## src/rtl/mips_dmem_arbiter.sv

```systemverilog
`default_nettype none
// ------------------------------------------------------------------------
// mips_dmem_arbiter: round-robin CPU/debug arbiter for the single-port data RAM
// Revision: 1.0
// ------------------------------------------------------------------------
module mips_dmem_arbiter #(
  parameter int ADDR_W      = 5,
  parameter int DATA_W      = 32,
  parameter int WAIT_CYCLES = 1
) (
  input  logic              i_clk,
  input  logic              i_rst,
  input  logic              i_cpu_req,
  input  logic              i_cpu_we,
  input  logic [ADDR_W-1:0] i_cpu_addr,
  input  logic [DATA_W-1:0] i_cpu_wdata,
  output logic [DATA_W-1:0] o_cpu_rdata,
  output logic              o_cpu_done,
  output logic              o_cpu_stall,
  input  logic              i_dbg_req,
  input  logic              i_dbg_we,
  input  logic [ADDR_W-1:0] i_dbg_addr,
  input  logic [DATA_W-1:0] i_dbg_wdata,
  output logic [DATA_W-1:0] o_dbg_rdata,
  output logic              o_dbg_ack,
  output logic              o_mem_we,
  output logic [ADDR_W-1:0] o_mem_addr,
  output logic [DATA_W-1:0] o_mem_wdata,
  input  logic [DATA_W-1:0] i_mem_rdata,
  output logic              o_busy
);

  localparam int CNT_W = $clog2(WAIT_CYCLES + 1);
  localparam logic [CNT_W-1:0] C_CNT_LAST = CNT_W'(WAIT_CYCLES - 1);
  localparam logic C_OWN_CPU = 1'b0;
  localparam logic C_OWN_DBG = 1'b1;

  typedef enum logic [1:0] {
    ST_IDLE   = 2'd0,
    ST_ACCESS = 2'd1,
    ST_DONE   = 2'd2
  } state_t;

  state_t            r_state;
  state_t            w_state_nxt;
  logic              w_grant;
  logic              w_grant_own;
  logic [CNT_W-1:0]  r_cnt;
  logic              r_last_grant;
  logic              r_owner;
  logic              r_we;
  logic [ADDR_W-1:0] r_addr;
  logic [DATA_W-1:0] r_wdata;
  logic [DATA_W-1:0] r_cpu_rdata;
  logic [DATA_W-1:0] r_dbg_rdata;
  logic              w_access;
  logic              w_last;

  assign w_access = (r_state == ST_ACCESS);
  assign w_last   = w_access && (r_cnt == C_CNT_LAST);

  always_comb begin
    w_state_nxt = r_state;
    w_grant     = 1'b0;
    w_grant_own = C_OWN_CPU;
    case (r_state)
      ST_IDLE: begin
        if (i_cpu_req || i_dbg_req) begin
          w_grant     = 1'b1;
          w_state_nxt = ST_ACCESS;
          // On a tie the port that was not served last wins.
          if (i_cpu_req && i_dbg_req) w_grant_own = ~r_last_grant;
          else                        w_grant_own = i_dbg_req ? C_OWN_DBG : C_OWN_CPU;
        end
      end
      ST_ACCESS: begin
        if (r_cnt == C_CNT_LAST) w_state_nxt = ST_DONE;
      end
      ST_DONE:  w_state_nxt = ST_IDLE;
      default:  w_state_nxt = ST_IDLE;
    endcase
  end

  always_ff @(posedge i_clk) begin
    if (i_rst) begin
      r_state      <= ST_IDLE;
      r_cnt        <= '0;
      r_last_grant <= C_OWN_DBG;
      r_owner      <= C_OWN_CPU;
      r_we         <= 1'b0;
      r_addr       <= '0;
      r_wdata      <= '0;
      r_cpu_rdata  <= '0;
      r_dbg_rdata  <= '0;
    end else begin
      r_state <= w_state_nxt;
      if (w_grant) begin
        r_owner      <= w_grant_own;
        r_last_grant <= w_grant_own;
        r_cnt        <= '0;
        r_we         <= (w_grant_own == C_OWN_DBG) ? i_dbg_we    : i_cpu_we;
        r_addr       <= (w_grant_own == C_OWN_DBG) ? i_dbg_addr  : i_cpu_addr;
        r_wdata      <= (w_grant_own == C_OWN_DBG) ? i_dbg_wdata : i_cpu_wdata;
      end else if (w_access) begin
        r_cnt <= r_cnt + CNT_W'(1);
      end
      if (w_last && !r_we) begin
        if (r_owner == C_OWN_CPU) r_cpu_rdata <= i_mem_rdata;
        else                      r_dbg_rdata <= i_mem_rdata;
      end
    end
  end

  assign o_mem_we    = w_access && r_we && (r_cnt == '0);
  assign o_mem_addr  = w_access ? r_addr  : '0;
  assign o_mem_wdata = w_access ? r_wdata : '0;
  assign o_cpu_done  = (r_state == ST_DONE) && (r_owner == C_OWN_CPU);
  assign o_dbg_ack   = (r_state == ST_DONE) && (r_owner == C_OWN_DBG);
  assign o_cpu_stall = i_cpu_req & ~o_cpu_done;
  assign o_cpu_rdata = r_cpu_rdata;
  assign o_dbg_rdata = r_dbg_rdata;
  assign o_busy      = (r_state != ST_IDLE);

endmodule
`default_nettype wire

```

## config.mk

```make
export PLATFORM = sky130hd
export DESIGN_NAME = mips_dmem_arbiter
export DESIGN_NICKNAME = d
export VERILOG_FILES = /design/src/rtl/mips_dmem_arbiter.sv
export SDC_FILE = /design/constraint.sdc
export NUM_CORES = 1
export LEC_CHECK = 0
export BUFFER_PORTS_ARGS = -buffer_cell sky130_fd_sc_hd__buf_2
export CORE_UTILIZATION = 33
export DETAILED_ROUTE_END_ITERATION = 10
export PLACE_DENSITY = 0.66
export RECOVER_POWER = 100
export SLEW_MARGIN = 15
export SYNTH_ARGS = -nofsm -noshare
export SYNTH_HDL_FRONTEND = slang
export SYNTH_SLANG_ARGS = --single-unit
```

## constraint.sdc

```tcl
create_clock -name i_clk -period 2.4 [get_ports i_clk]
set_input_delay 0.24 -clock i_clk [delete_from_list [all_inputs] [get_ports i_clk]]
set_output_delay 0.24 -clock i_clk [all_outputs]
set_load 0.03 [all_outputs]
```

==> impl_results.md <==
- Crit-path max FO: 37
- Fin Hold WS: 0.1604 ns
- Final ANT Viol Nets: 0
- CP endpoint kind: primary output
- CTS resizes: 0
- Critical path required time: 2.16 ns
- CP Cell Sequence: and2b_1, buf_4, and2_1, clkbuf_1
- Area growth syn-to-layout: 25.58%
- Delay-heaviest family, CP: buffers and inverters
- Crit path kind: flop to primary output
- Critical R2R Launch: r_state[0]$_SDFFE_PP0P_
- I/O Buffers: 217
- Crit share post-route: 82.86%
- Met3 WL: 1165 um
- Fmax: 0.5029 GHz
- FF-to-FF End: r_addr[0]$_SDFFE_PP0P_
- Vias per cell: 4.964
- Status: finished, final reports clean
- Mapped cell area: 5346 sq um
- Core area: 15,830 sq um
- Final HPWL from detailed placement: 9586 um
- Layout cells sized above 1: 20.05%
- Max Root-Sink Buffers: 2
- Power Internal: 3026 uW
- Number of global-route vias before repair: 4,325
- RSZ-0062 raised after global routing: false
- Post-layout instance area: 6714 sq um
- Clock Power Share: 33.0%
- HP Start: i_rst
- Largest net degree at the start of global routing: 55
- Clock tree from TritonCTS: done
- Initial Utilization: 33.78%
- 1st-pass router iterations: 4
- # Post-CTS Setup Buffers: 0
- 1st-iter DRT viols: 210
- Initial antenna violation count: 0
- Post-DP Area: 6568 sq um
- Layout Skew: 0.009112 ns
- Max-Cap Viols: 0
- #FFs+latches synth: 107
- Clk pin slew, worst setup/hold paths: 0.07 ns
- GRT Util Overall: 16.93%
- Final hold vios: 0
- Worst Hold Class: primary input to flop
- Critical path depth: 4
- Synth Area per Inst: 9.864 sq um
- Sink Count: 107
- Crit path buffers/inverters: 2
- CP Launch Type: flop
- Max layer used: met4
- Grt ovf: 0
- WL final: 14,400 um
- Pleak: 0.002771 uW
- Cts bufs inserted: 9
- Met2 WL post-DR: 6233 um
- NetSw: 1355 uW
- Data arrival, critical path: 1.75 ns
- Cell Pwr Density: 652.5 nW/um^2
- Total power: 4381 uW
- Logic pwr share: 21.3%
- Fraction of registers with async set/reset: 0%
- DRC: 0
- Total negative setup slack: 0 ns
- # hold bufs at CTS: 0
- GPL Wtd Cong: 0.7558
- Post-synthesis cell count: 542
- Antenna cells: 0
- WL met1: 6809 um
- Num rows: 46
- VDD IR max: 0.3401 mV
- Switching portion of total power: 30.93%
- Final setup violation count: 0
- Clk_lat worst skew: 0.35 ns
- Max Slew Vio Count: 0
- Post-Synthesis Net Count: 654
- Register-to-Register Setup Slack: 0.46 ns
- Clock Tree Root: clkbuf_16
- Sequential fraction of the synthesis area: 40.07%
- CP max stage cell: dfxtp_1
- Min cycle time layout: 1.989 ns
- Die height: 129.3 um
- First-pass GRT wire length: 22,270 um
- Yosys cell types: 31
- Synth Flop Type: dfxtp_1
- Nets: 835
- DIE WIDTH: 129.3 um
- Vias: 4,686
- Post-synth EDFFs: 0
- Reg power frac: 45.7%
- Syn. warnings: 0
- Worst slew pin tran: 0.9489 ns
- Slew margin rel.: 36.74%
- Worst Setup EP: o_mem_wdata[19]
- CP peak stage delay: 0.39 ns
- Die area: 16,710 sq um
- Htree depth: 3
- Cells on worst reg2reg path: 5
- Crit path from: r_state[0]$_SDFFE_PP0P_
- # IOs: 218
- Wire length per cell: 15.25 um
-- sequential cells by signal, summed over array words and instances (netlist names) --
register      flops
r_owner           1
r_state           2
o_dbg_rdata      32
r_last_grant      1
r_cnt             1
r_we              1
r_wdata          32
r_addr            5
o_cpu_rdata      32
-- Yosys cell counts (2+ instances only) --
master / n / area, sq um
nor2b_1: 39 / 244.0
a221o_1: 38 / 380.4
buf_6: 2 / 22.52
and4_1: 38 / 332.8
mux2i_1: 64 / 640.6
and2_1: 38 / 237.7
nor2_1: 3 / 11.26
clkbuf_1: 52 / 195.2
nor3b_1: 2 / 15.01
buf_2: 4 / 20.02
buf_8: 2 / 30.03
nor4b_1: 38 / 332.8
dfxtp_1: 107 / 2142
nand2b_1: 98 / 613.1
-- power by group through the flow --
stage,logic [uW],clock network [uW],registers [uW]
global route,1010,1570,2020
floorplan,568,0,2120
global placement,962,0,2030
detailed placement,963,0,2040
CTS,967,1490,2000
finish,933,1450,2000
-- stage by stage --
| step | setup slack [ns] | std cells | util (%) |
|---|---|---|---|
| 2_1_floorplan | 0.6716 | 542 | - |
| 3_3_place_gp | 0.6741 | 928 | 41.49 |
| 3_5_place_dp | 0.6382 | 928 | 41.49 |
| 4_1_cts | 0.4918 | 944 | 43.31 |
| 5_1_grt | 0.2728 | 944 | 42.42 |
| 6_report | 0.4115 | 944 | 42.42 |
-- layout make-up --
cell class	instances	area (sq um)
Fill cell	1644	9114
Multi-Input combinational cell	373	2937
Sequential cell	107	2142
Timing Repair Buffer	231	1074
Tap cell	216	270.3
Clock buffer	11	242.7
Clock inverter	5	45.04
Inverter	1	3.754
-- per-layer routing --
layer / vias up / global-route usage (%)
met5: - / 0
met4: 0 / 6.436
met3: 11 / 4.211
met2: 203 / 26.31
met1: 2163 / 22.56
li1: 2309 / -
-- layout by cell type, fill, tap and decap left out, drive strengths merged --
cell type and n:
a221o 38, and2b 1, nand2b 98, nor3b 2, clkinv 3, and2 38
o21ba 1, dfxtp 107, nand2 1, o2bb2ai 1, nor3 1, buf 126
or4 1, nand3 1, o21bai 1, nor4 1, a21oi 1, nor2b 39
and3b 1, nor2 3, nor4b 39, clkbuf 116, inv 2, and4 38
or4b 1, mux2i 64, clkinvlp 1, xnor2 1, o32ai 1
-- how the worst min path moves through the flow --
stage	slack (ns)	to	depth (start not counted)
2_1_floorplan	0.42	o_dbg_rdata[0]$_SDFFE_PP0P_	2
3_3_place_gp	0.46	o_cpu_rdata[14]$_SDFFE_PP0P_	2
3_5_place_dp	0.46	o_cpu_rdata[17]$_SDFFE_PP0P_	2
4_1_cts	0.15	r_last_grant$_SDFFE_PP1P_	2
5_1_grt	0.16	r_last_grant$_SDFFE_PP1P_	2
6_report	0.16	r_last_grant$_SDFFE_PP1P_	2
-- worst register-to-register path: stages (launching register included) --
cell      delay (ns)
dfxtp_1         0.34
nor2_1          0.15
clkbuf_2        0.56
nand3_1         0.18
buf_4           0.27
a221o_1         0.32
-- logic make-up (layout without fill, tap and decap cells) --
family,after synthesis,in the layout,share of synthesized area (%)
and+or+nand+nor,265,265,34.78
AOI/OAI and AO/OA,43,43,7.863
muxes,64,64,11.98
DFF,107,107,40.07
xor gates and xnor gates,1,1,0.1638
buffers and inverters,62,248,5.149
Power figures use the tool's default switching activity.
